==> src/rtl/data_mem_pkg.sv <==
// Shared micro-op encodings and data memory FSM state type.
// Included by the LSU-side memory blocks and their benches.
package data_mem_pkg;

  localparam logic [4:0] LDR  = 5'h01;
  localparam logic [4:0] STR  = 5'h02;
  localparam logic [4:0] LDRB = 5'h0A;
  localparam logic [4:0] STRB = 5'h0B;

  typedef enum logic {DM_INIT, DM_IDLE} dm_state_t;

endpackage

==> src/rtl/dmem_array.sv <==
// DEPTH x DATA_WIDTH storage, one byte-enabled write port, registered read port.
// Read data appears the cycle after i_re; contents are not reset.
module dmem_array #(
  parameter int DATA_WIDTH = 32,
  parameter int DEPTH      = 32
) (
  input  logic                     i_clock,
  input  logic [DATA_WIDTH/8-1:0]  i_we,
  input  logic [$clog2(DEPTH)-1:0] i_waddr,
  input  logic [DATA_WIDTH-1:0]    i_wdat,
  input  logic                     i_re,
  input  logic [$clog2(DEPTH)-1:0] i_raddr,
  output logic [DATA_WIDTH-1:0]    o_rdat
);

  localparam int NB = DATA_WIDTH / 8;

  logic [DATA_WIDTH-1:0] r_mem [DEPTH];
  logic [DATA_WIDTH-1:0] r_rdat;

  always_ff @(posedge i_clock) begin
    for (int b = 0; b < NB; b++) begin
      if (i_we[b]) r_mem[i_waddr][b*8 +: 8] <= i_wdat[b*8 +: 8];
    end
    if (i_re) r_rdat <= r_mem[i_raddr];
  end

  assign o_rdat = r_rdat;

endmodule

==> src/rtl/data_mem.sv <==
// Load/store data memory with post-reset hardware clear; 1-cycle response latency.
// req_ready is low while clearing, otherwise one request per cycle with no stall.
module data_mem
  import data_mem_pkg::*;
#(
  parameter int DATA_WIDTH = 32,
  parameter int DEPTH      = 32,
  parameter int ADDR_WIDTH = $clog2(DEPTH) + $clog2(DATA_WIDTH/8)
) (
  input  logic                  clock,
  input  logic                  reset,
  input  logic                  req_valid,
  output logic                  req_ready,
  input  logic [4:0]            uop,
  input  logic [ADDR_WIDTH-1:0] addr,
  input  logic [DATA_WIDTH-1:0] data_in,
  output logic                  rsp_valid,
  output logic                  rsp_err,
  output logic [DATA_WIDTH-1:0] data_out
);

  localparam int NB  = DATA_WIDTH / 8;
  localparam int LB  = $clog2(NB);
  localparam int WAW = $clog2(DEPTH);

  dm_state_t r_state, w_state_nxt;
  logic [WAW-1:0] r_clr_idx, w_clr_idx_nxt;

  logic w_accept, w_is_ld, w_is_st, w_is_ldrb, w_is_strb, w_mem_op, w_misalign;
  logic [LB-1:0]  w_lane;
  logic [WAW-1:0] w_widx;

  logic [NB-1:0]         w_we;
  logic [WAW-1:0]        w_waddr;
  logic [DATA_WIDTH-1:0] w_wdat, w_rdat, w_load_val;
  logic [7:0]            w_byte;

  logic                  r_rsp_valid, r_rsp_err, r_rsp_load, r_rsp_byte;
  logic [LB-1:0]         r_rsp_lane;
  logic [DATA_WIDTH-1:0] r_data_hold;

  assign w_lane     = addr[LB-1:0];
  assign w_widx     = addr[LB +: WAW];
  assign w_is_ld    = (uop == LDR);
  assign w_is_st    = (uop == STR);
  assign w_is_ldrb  = (uop == LDRB);
  assign w_is_strb  = (uop == STRB);
  assign w_mem_op   = w_is_ld | w_is_st | w_is_ldrb | w_is_strb;
  assign w_misalign = (w_lane != '0);
  // A request coinciding with reset is dropped even though req_ready is still high.
  assign w_accept   = req_valid & req_ready & ~reset;

  always_ff @(posedge clock) begin
    if (reset) begin
      r_state   <= DM_INIT;
      r_clr_idx <= '0;
    end else begin
      r_state   <= w_state_nxt;
      r_clr_idx <= w_clr_idx_nxt;
    end
  end

  always_comb begin
    w_state_nxt   = r_state;
    w_clr_idx_nxt = r_clr_idx;
    req_ready     = 1'b0;
    case (r_state)
      DM_INIT: begin
        w_clr_idx_nxt = r_clr_idx + 1'b1;
        if (r_clr_idx == WAW'(DEPTH - 1)) w_state_nxt = DM_IDLE;
      end
      DM_IDLE: req_ready = 1'b1;
      default: w_state_nxt = DM_INIT;
    endcase
  end

  // Clear writes own the port during INIT; stores only reach it from IDLE.
  always_comb begin
    w_we    = '0;
    w_waddr = w_widx;
    w_wdat  = data_in;
    if (!reset && r_state == DM_INIT) begin
      w_we    = '1;
      w_waddr = r_clr_idx;
      w_wdat  = '0;
    end else if (w_accept && w_is_st && !w_misalign) begin
      w_we = '1;
    end else if (w_accept && w_is_strb) begin
      w_we   = NB'(1) << w_lane;
      w_wdat = {NB{data_in[7:0]}};
    end
  end

  dmem_array #(
    .DATA_WIDTH (DATA_WIDTH),
    .DEPTH      (DEPTH)
  ) u_array (
    .i_clock (clock),
    .i_we    (w_we),
    .i_waddr (w_waddr),
    .i_wdat  (w_wdat),
    .i_re    (w_accept & (w_is_ld | w_is_ldrb)),
    .i_raddr (w_widx),
    .o_rdat  (w_rdat)
  );

  always_ff @(posedge clock) begin
    if (reset) begin
      r_rsp_valid <= 1'b0;
      r_rsp_err   <= 1'b0;
      r_rsp_load  <= 1'b0;
      r_rsp_byte  <= 1'b0;
      r_rsp_lane  <= '0;
      r_data_hold <= '0;
    end else begin
      r_rsp_valid <= w_accept & w_mem_op;
      r_rsp_err   <= w_accept & (w_is_ld | w_is_st) & w_misalign;
      if (w_accept && w_mem_op) begin
        r_rsp_load <= w_is_ld | w_is_ldrb;
        r_rsp_byte <= w_is_ldrb;
        r_rsp_lane <= w_lane;
      end
      if (r_rsp_valid && r_rsp_load) r_data_hold <= w_load_val;
    end
  end

  assign w_byte = w_rdat[{r_rsp_lane, 3'b000} +: 8];

  always_comb begin
    w_load_val = w_rdat;
    if (r_rsp_err)       w_load_val = '0;
    else if (r_rsp_byte) w_load_val = {{(DATA_WIDTH-8){1'b0}}, w_byte};
  end

  // Array read data is only valid in the response cycle; afterwards the held copy is shown.
  assign data_out  = (r_rsp_valid && r_rsp_load) ? w_load_val : r_data_hold;
  assign rsp_valid = r_rsp_valid;
  assign rsp_err   = r_rsp_err;

endmodule

==> config.mk <==
export PLATFORM = sky130hd
export DESIGN_NAME = data_mem
export DESIGN_NICKNAME = d
export VERILOG_FILES = /design/src/rtl/data_mem_pkg.sv /design/src/rtl/dmem_array.sv /design/src/rtl/data_mem.sv
export SDC_FILE = /design/constraint.sdc
export NUM_CORES = 1
export LEC_CHECK = 0
export ABC_CLOCK_PERIOD_IN_PS = 6800
export CAP_MARGIN = 25
export CORE_AREA = 2 2 232 326
export DETAILED_ROUTE_END_ITERATION = 7
export DIE_AREA = 0 0 234 328
export GPL_ROUTABILITY_DRIVEN = 1
export PLACE_DENSITY = 0.77
export SETUP_SLACK_MARGIN = 0.3
export SLEW_MARGIN = 5
export SYNTH_ARGS = -nofsm -noshare
export SYNTH_HDL_FRONTEND = slang
export SYNTH_SLANG_ARGS = --single-unit
==> constraint.sdc <==
create_clock -name clock -period 6.8 [get_ports clock]
set_input_delay 0.68 -clock clock [delete_from_list [all_inputs] [get_ports clock]]
set_output_delay 0.68 -clock clock [all_outputs]
set_load 0.01 [all_outputs]
==> run_summary.xml, run 1 <==
<?xml version="1.0" encoding="UTF-8"?>
<metrics>
  <group name="outcome">
    <metric name="status" unit="">completed</metric>
  </group>
  <group name="hold_path">
    <metric name="hold_class" unit="">reg -&gt; reg</metric>
    <metric name="hold_end" unit="">r_data_hold[3]</metric>
    <metric name="min_path_cells" unit="">3</metric>
    <metric name="worstHoldStart" unit="">r_data_hold[3]</metric>
  </group>
  <group name="clock_tree">
    <metric name="cts_max_path_buffers" unit="">3</metric>
    <metric name="cts_setup_buffers" unit="">0</metric>
    <metric name="clk-insertion-delay-late" unit="ps">670</metric>
    <metric name="cts_inserted_buffers" unit="">94</metric>
    <metric name="clk_pin_slew_worst_paths" unit="ps">60</metric>
    <metric name="cts_tree" unit="">yes</metric>
    <metric name="clkSinkCount" unit="">1100</metric>
    <metric name="htree_num_levels" unit="">3</metric>
    <metric name="holdBufCountCts" unit="">0</metric>
    <metric name="cts_resized" unit="">0</metric>
    <metric name="clockRootBuffer" unit="">sky130_fd_sc_hd__clkbuf_16</metric>
  </group>
  <group name="sta">
    <metric name="setup-tns-final" unit="ps">0</metric>
    <metric name="relSlewSlack" unit="%">28.0</metric>
    <metric name="fin_worst_skew" unit="ps">31.7</metric>
    <metric name="max_clock_freq" unit="GHz">0.238</metric>
    <metric name="timing.final.setup_violations" unit="">0</metric>
    <metric name="final_critical_path_setup_slack" unit="ps">2600</metric>
    <metric name="period_share" unit="%">61.8</metric>
    <metric name="worst_slew_pin_slew" unit="ps">1080</metric>
    <metric name="finalWorstPathRequiredPeriod" unit="ps">4200</metric>
    <metric name="rsz0062_at_grt" unit="">false</metric>
    <metric name="maxSlewViolCount" unit="">0</metric>
    <metric name="final-hold-violation-count" unit="">0</metric>
  </group>
  <group name="grt">
    <metric name="global_route.overflow_total" unit="">0</metric>
    <metric name="grt_first_pass_wirelength" unit="mm">159</metric>
    <metric name="grt_use_total" unit="%">28.8</metric>
    <metric name="grt_start_max_net_pins" unit="">104</metric>
    <metric name="number_of_antenna_violations_at_the_first_check_in_global_routing" unit="">0</metric>
    <metric name="first_global_vias" unit="">24200</metric>
  </group>
  <group name="placement">
    <metric name="dp.final_hpwl" unit="mm">70.5</metric>
    <metric name="dp_slack" unit="ps">2680</metric>
    <metric name="port-buffer-count" unit="">81</metric>
    <metric name="gp_congestion" unit="">1.01</metric>
  </group>
  <group name="floorplanning">
    <metric name="initial_core_util" unit="%">59.6</metric>
    <metric name="rows" unit="">118</metric>
    <metric name="core_region_area" unit="mm2">0.0737</metric>
    <metric name="num_io_pins" unit="">82</metric>
    <metric name="dieArea" unit="mm2">0.0768</metric>
    <metric name="floorplan.die.height" unit="um">328</metric>
    <metric name="die_width" unit="um">234</metric>
  </group>
  <group name="routing">
    <metric name="via_per_inst" unit="">6.46</metric>
    <metric name="final_antenna_net_count" unit="">0</metric>
    <metric name="drtIter0Drc" unit="">3362</metric>
    <metric name="routedWlPerCell" unit="um">28.9</metric>
    <metric name="drc" unit="">0</metric>
    <metric name="totalWireLength" unit="mm">111</metric>
    <metric name="firstDrtPassIters" unit="">6</metric>
    <metric name="vias_post_dr" unit="">24800</metric>
  </group>
  <group name="synth">
    <metric name="netlist.top_cell.by_area" unit="">sky130_fd_sc_hd__edfxtp_1</metric>
    <metric name="ys_dominant_reg_cell" unit="">sky130_fd_sc_hd__edfxtp_1</metric>
    <metric name="yosys_warnings" unit="">0</metric>
    <metric name="post_synth_instance_area" unit="mm2">0.0439</metric>
    <metric name="ys_seq_elements" unit="">1100</metric>
    <metric name="ys_top_cells_by_area" unit="">sky130_fd_sc_hd__edfxtp_1 72%, sky130_fd_sc_hd__mux2i_1 12%, sky130_fd_sc_hd__dfxtp_1 2.0%</metric>
    <metric name="synth_seq_area_share" unit="%">74.3</metric>
    <metric name="area_share_of_the_largest_cell_type_after_synthesis" unit="%">72.3</metric>
    <metric name="synthCells" unit="">2745</metric>
    <metric name="post_synth_num_cell_types" unit="">49</metric>
    <metric name="syn_area_cell" unit="um2">16.0</metric>
    <metric name="synth_edf_count" unit="">1056</metric>
    <metric name="syn-num-nets" unit="">2794</metric>
    <metric name="postSynth.asyncResetShare" unit="%">0</metric>
  </group>
  <group name="worst_setup_path">
    <metric name="worst_r2r_startpoint" unit="">r_state</metric>
    <metric name="regToRegSetupSlack" unit="ps">3250</metric>
    <metric name="cp_max_fo" unit="">19</metric>
    <metric name="worst_ep_required_time" unit="ps">6120</metric>
    <metric name="worstRegToRegCells" unit="">6</metric>
    <metric name="worst-endpoint-arrival" unit="ps">3520</metric>
    <metric name="timing.rr.end" unit="">u_array.r_mem[26][2]</metric>
    <metric name="critPathLaunchType" unit="">flop</metric>
    <metric name="timing.setup.critical_path_class" unit="">reg -&gt; out</metric>
    <metric name="timing.critical_path.to_type" unit="">output pin</metric>
  </group>
  <group name="finish">
    <metric name="proportion_of_layout_cells_with_a_drive_suffix_above_1" unit="%">8.52</metric>
    <metric name="finish.net_count" unit="">2849</metric>
    <metric name="synthToLayoutAreaGrowth" unit="%">11.6</metric>
  </group>
  <group name="power">
    <metric name="ir_worst_vdd" unit="mV">0.196</metric>
    <metric name="power.leakage" unit="uW">0.0172</metric>
    <metric name="power.density_cell_area" unit="mW/mm2">284</metric>
  </group>
  <group name="run">
    <metric name="maxCapViolations" unit="">0</metric>
  </group>
</metrics>
## stage by stage
step / instances / utilization [%] / area (um2) / total power [uW] / hold slack, ps
after floorplan: 2745 / - / 43900 / 8100 / 509
after global routing: 3836 / 66.5 / 49000 / 14300 / 574
after detailed placement: 3660 / 61.9 / 45600 / 8380 / 538
final: 3837 / 66.5 / 49000 / 13900 / 564
after CTS: 3832 / 66.4 / 48900 / 13900 / 556
after global placement: 3659 / 61.9 / 45600 / 8370 / 536
## Yosys cell counts, types with 2 or more instances
cell / number
sky130_fd_sc_hd__nor4b_1: 2
sky130_fd_sc_hd__o41ai_1: 4
sky130_fd_sc_hd__clkbuf_1: 53
sky130_fd_sc_hd__nor2b_1: 6
sky130_fd_sc_hd__buf_6: 4
sky130_fd_sc_hd__nand3b_1: 5
sky130_fd_sc_hd__buf_4: 36
sky130_fd_sc_hd__and2_1: 34
sky130_fd_sc_hd__ha_1: 2
sky130_fd_sc_hd__mux2_2: 2
sky130_fd_sc_hd__o41ai_2: 3
sky130_fd_sc_hd__xnor2_1: 4
sky130_fd_sc_hd__nand2_1: 148
sky130_fd_sc_hd__nand3_1: 99
sky130_fd_sc_hd__a22o_1: 88
sky130_fd_sc_hd__or3_1: 3
sky130_fd_sc_hd__dfxtp_1: 44
sky130_fd_sc_hd__buf_1: 5
sky130_fd_sc_hd__xor2_1: 2
sky130_fd_sc_hd__nor3_1: 34
sky130_fd_sc_hd__edfxtp_1: 1056
sky130_fd_sc_hd__buf_2: 65
sky130_fd_sc_hd__clkbuf_4: 4
sky130_fd_sc_hd__o221ai_1: 6
sky130_fd_sc_hd__nor2_1: 196
sky130_fd_sc_hd__a22oi_1: 96
sky130_fd_sc_hd__a21oi_1: 133
sky130_fd_sc_hd__o21ai_0: 5
sky130_fd_sc_hd__mux2i_1: 518
sky130_fd_sc_hd__a31oi_1: 42
sky130_fd_sc_hd__inv_1: 26
sky130_fd_sc_hd__nor4_1: 3
## cell type report
type | count | area [um2]
Inverter | 26 | 97.6
Fill cell | 4752 | 24700
Timing Repair Buffer | 126 | 1280
Sequential cell | 1100 | 32600
Tap cell | 960 | 1200
Clock buffer | 110 | 2450
Multi-Input combinational cell | 1452 | 10600
Clock inverter | 62 | 812
Antenna cell | 1 | 2.50
## critical path: stages (launching register included)
cell                              delay (ps)
sky130_fd_sc_hd__dfxtp_1                 730
sky130_fd_sc_hd__o21a_1                  570
sky130_fd_sc_hd__o221ai_1                230
sky130_fd_sc_hd__a31oi_1                 620
sky130_fd_sc_hd__o41ai_2                 190
sky130_fd_sc_hd__clkdlybuf4s50_1         530
## cell usage in the layout, fill, tap and decap left out, drive strengths merged, types with 42 or more instances in the layout
| cell type | instances |
|---|---|
| a22o | 88 |
| a22oi | 96 |
| a31oi | 42 |
| nand2 | 149 |
| dfxtp | 44 |
| buf | 46 |
| mux2i | 518 |
| nand3 | 99 |
| nor2 | 197 |
| edfxtp | 1056 |
| clkdlybuf4s50 | 80 |
| clkbuf | 110 |
| a21oi | 133 |
## how the worst max path moves through the flow
| stage | start | end | slack [ps] |
|---|---|---|---|
| after floorplan | reset | u_array.o_rdat[0] | 3500 |
| after global placement | reset | u_array.r_mem[26][4] | 2760 |
| after detailed placement | reset | u_array.r_mem[26][1] | 2680 |
| after CTS | r_rsp_lane[0] | data_out[4] | 2700 |
| after global routing | r_rsp_lane[0] | data_out[1] | 2590 |
| final | r_rsp_lane[0] | data_out[4] | 2600 |
## cells by family (layout without fill, tap and decap cells)
logic type / count (synthesis) / in the layout / synth area share [%]
compound gates: 383 / 383 / 6.00
flops: 1100 / 1100 / 74.3
other cells: 0 / 1 / 0
xor+xnor: 6 / 6 / 0.120
simple gates: 541 / 541 / 5.45
buf+inv: 193 / 324 / 2.25
fa+ha+maj: 2 / 2 / 0.0570
mux: 520 / 520 / 11.9
## sequential cells by signal, summed over array words and instances, names as in the netlist, 2 cells and up
signal and flops:
r_rsp_lane 2, r_data_hold 32, r_clr_idx 5, u_array.r_mem 1024
u_array.o_rdat 32
## per-layer routing
| metal | track usage [%] | share of wire [%] | up-vias |
|---|---|---|---|
| met5 | 0 | 0 | - |
| met4 | 16.5 | 6.2 | 0 |
| met3 | 5.83 | 9.7 | 284 |
| met2 | 45.6 | 48 | 1443 |
| met1 | 37.2 | 36 | 12400 |
| li1 | - | - | 10700 |
## report_power, final
| part | leakage, uW | switching [uW] | internal (uW) |
|---|---|---|---|
| Combinational | 0.00563 | 526 | 232 |
| Sequential | 0.0100 | 15.6 | 7480 |
| Clock | 0.00159 | 2370 | 3310 |
Note: power is estimated with default switching activity, not from simulation.
==> run 2: changes to the inputs <==
Settings changed: ABC_CLOCK_PERIOD_IN_PS 6800 to 3600, CORE_AREA 2 2 232 326 to 2 2 240 337, DIE_AREA 0 0 234 328 to 0 0 242 339, PLACE_DENSITY 0.77 to 0.75.
Clock period 6.8 ns to 3.6 ns, I/O delays scaled along.
==> run_summary.xml, run 2 (same netlist as run 1, synthesis figures left out) <==
<?xml version="1.0" encoding="UTF-8"?>
<metrics>
  <group name="outcome">
    <metric name="status" unit="">completed</metric>
  </group>
  <group name="worst_setup_path">
    <metric name="worst_setup_path_start" unit="">r_rsp_lane[0]</metric>
    <metric name="timing.critical_path.to_type" unit="">output pin</metric>
    <metric name="worst_ep_required_time" unit="ps">3240</metric>
    <metric name="critPathLaunchType" unit="">flop</metric>
    <metric name="worst-endpoint-arrival" unit="ps">2770</metric>
    <metric name="timing.setup.critical_path_class" unit="">reg -&gt; out</metric>
    <metric name="cp_max_fo" unit="">18</metric>
    <metric name="worstRegToRegCells" unit="">5</metric>
    <metric name="worst_r2r_startpoint" unit="">r_state</metric>
  </group>
  <group name="grt">
    <metric name="grt_start_max_net_pins" unit="">82</metric>
    <metric name="number_of_antenna_violations_at_the_first_check_in_global_routing" unit="">1</metric>
    <metric name="first_global_vias" unit="">25000</metric>
    <metric name="grt_first_pass_wirelength" unit="mm">160</metric>
    <metric name="global_route.overflow_total" unit="">0</metric>
    <metric name="grt_use_total" unit="%">26.4</metric>
  </group>
  <group name="floorplanning">
    <metric name="die_width" unit="um">242</metric>
    <metric name="rows" unit="">122</metric>
    <metric name="floorplan.die.height" unit="um">339</metric>
    <metric name="initial_core_util" unit="%">55.7</metric>
    <metric name="num_io_pins" unit="">82</metric>
    <metric name="dieArea" unit="mm2">0.0820</metric>
    <metric name="core_region_area" unit="mm2">0.0788</metric>
  </group>
  <group name="routing">
    <metric name="metal2_wl" unit="mm">53.3</metric>
    <metric name="final_antenna_net_count" unit="">0</metric>
    <metric name="drtIter0Drc" unit="">2931</metric>
    <metric name="routedWlPerCell" unit="um">26.8</metric>
    <metric name="route.layer.met1.wl" unit="mm">41.4</metric>
    <metric name="totalWireLength" unit="mm">109</metric>
    <metric name="drc" unit="">0</metric>
    <metric name="wl_met3" unit="mm">9.46</metric>
    <metric name="vias_post_dr" unit="">25100</metric>
    <metric name="via_per_inst" unit="">6.15</metric>
    <metric name="firstDrtPassIters" unit="">5</metric>
    <metric name="highest_layer" unit="">met5</metric>
  </group>
  <group name="sta">
    <metric name="maxSlewViolCount" unit="">0</metric>
    <metric name="final-hold-violation-count" unit="">0</metric>
    <metric name="setup-tns-final" unit="ps">0</metric>
    <metric name="fin_worst_skew" unit="ps">23.6</metric>
    <metric name="finalWorstPathRequiredPeriod" unit="ps">3130</metric>
    <metric name="rsz0062_at_grt" unit="">false</metric>
    <metric name="final.hold.worst_slack" unit="ps">437</metric>
    <metric name="relSlewSlack" unit="%">37.1</metric>
    <metric name="max_clock_freq" unit="GHz">0.320</metric>
    <metric name="timing.final.setup_violations" unit="">0</metric>
    <metric name="worst_slew_pin_slew" unit="ps">943</metric>
    <metric name="period_share" unit="%">86.8</metric>
  </group>
  <group name="finish">
    <metric name="proportion_of_layout_cells_with_a_drive_suffix_above_1" unit="%">12.9</metric>
    <metric name="synthToLayoutAreaGrowth" unit="%">14.1</metric>
    <metric name="register_area" unit="mm2">0.0326</metric>
    <metric name="finish.net_count" unit="">2996</metric>
    <metric name="multiInputGateArea" unit="mm2">0.0105</metric>
    <metric name="fillCellCount" unit="">5423</metric>
    <metric name="layout.cells.most_common" unit="">sky130_fd_sc_hd__edfxtp_1</metric>
    <metric name="top_register" unit="">u_array.r_mem</metric>
    <metric name="layout_common_cells" unit="">1056 x sky130_fd_sc_hd__edfxtp_1, 518 x sky130_fd_sc_hd__mux2i_1, 174 x sky130_fd_sc_hd__buf_4</metric>
    <metric name="largest_reg_flops" unit="">1024</metric>
  </group>
  <group name="run">
    <metric name="maxCapViolations" unit="">0</metric>
  </group>
  <group name="clock_tree">
    <metric name="holdBufCountCts" unit="">0</metric>
    <metric name="cts_resized" unit="">1</metric>
    <metric name="cts_max_path_buffers" unit="">3</metric>
    <metric name="clk_pin_slew_worst_paths" unit="ps">70</metric>
    <metric name="htree_num_levels" unit="">3</metric>
    <metric name="clkSinkCount" unit="">1100</metric>
    <metric name="cts_tree" unit="">yes</metric>
    <metric name="clockRootBuffer" unit="">sky130_fd_sc_hd__clkbuf_16</metric>
    <metric name="clk-insertion-delay-late" unit="ps">680</metric>
    <metric name="cts_inserted_buffers" unit="">95</metric>
    <metric name="cts_setup_buffers" unit="">0</metric>
  </group>
  <group name="placement">
    <metric name="gp_congestion" unit="">0.908</metric>
    <metric name="dp.final_hpwl" unit="mm">69.9</metric>
    <metric name="port-buffer-count" unit="">81</metric>
  </group>
  <group name="hold_path">
    <metric name="worstHoldStart" unit="">addr[0]</metric>
    <metric name="hold_class" unit="">in -&gt; reg</metric>
    <metric name="min_path_cells" unit="">3</metric>
  </group>
  <group name="power">
    <metric name="power.density_cell_area" unit="mW/mm2">519</metric>
    <metric name="power.leakage" unit="uW">0.0180</metric>
    <metric name="ir_worst_vdd" unit="mV">0.330</metric>
    <metric name="post-layout-total-power" unit="uW">26000</metric>
  </group>
</metrics>
run 2: cell count changes in the layout (fill, tap and decap cells not counted), moves of 2 or more:
cell                        before  now
sky130_fd_sc_hd__bufinv_16      19   12
sky130_fd_sc_hd__clkinv_8        1    4
sky130_fd_sc_hd__buf_4          36  174
sky130_fd_sc_hd__nor2_2         14   33
sky130_fd_sc_hd__buf_12          7   16
sky130_fd_sc_hd__buf_16          2    0
sky130_fd_sc_hd__nor2_4         21    2
sky130_fd_sc_hd__clkinv_1       14   18
run 2: power breakdown:
group / switching (uW) / leakage [uW] / internal (uW)
clock: 4530 / 0.00154 / 5830
sequential: 30.3 / 0.0100 / 14100
combinational: 993 / 0.00641 / 475
total: 5560 / 0.0180 / 20400
run 2: layout make-up:
| type | count | share of cell area (%) |
|---|---|---|
| antenna | 1 | 0.00500 |
| clock buffer | 112 | 4.96 |
| clock inverter | 63 | 1.37 |
| inverter | 26 | 0.195 |
| multi-input combinational | 1452 | 20.9 |
| sequential | 1100 | 65.1 |
| tap | 1054 | 2.63 |
| timing repair buffer | 272 | 4.91 |
run 2: critical path, stage by stage (launching register included):
cell                              delay [ps]
sky130_fd_sc_hd__dfxtp_1                 310
sky130_fd_sc_hd__buf_4                   200
sky130_fd_sc_hd__o221ai_1                400
sky130_fd_sc_hd__a31oi_1                 110
sky130_fd_sc_hd__o41ai_1                 450
sky130_fd_sc_hd__clkdlybuf4s50_1         640
run 2: final timing paths:
| check | slack (ps) | to |
|---|---|---|
| max reg2reg | 800 | u_array.r_mem[0][2] |
| min | 440 | r_rsp_lane[0] |
| min reg2reg | 570 | r_data_hold[7] |
| max | 470 | data_out[2] |
run 2: per-stage QoR:
step / cells / instance area (um2) / worst slack, ps / util, %
floorplan: 2745 / 43900 / 619 / -
global placement: 3903 / 46900 / 340 / 59.6
detailed placement: 3904 / 46900 / 215 / 59.6
CTS: 4079 / 50100 / 428 / 63.6
global route: 4079 / 50100 / 368 / 63.6
finish: 4080 / 50100 / 474 / 63.6
run 2: routing by layer:
metal / vias up / GRT usage, %
met5: - / 0
met4: 2 / 12.6
met3: 218 / 4.94
met2: 1269 / 43.8
met1: 12600 / 33.8
li1: 11000 / -
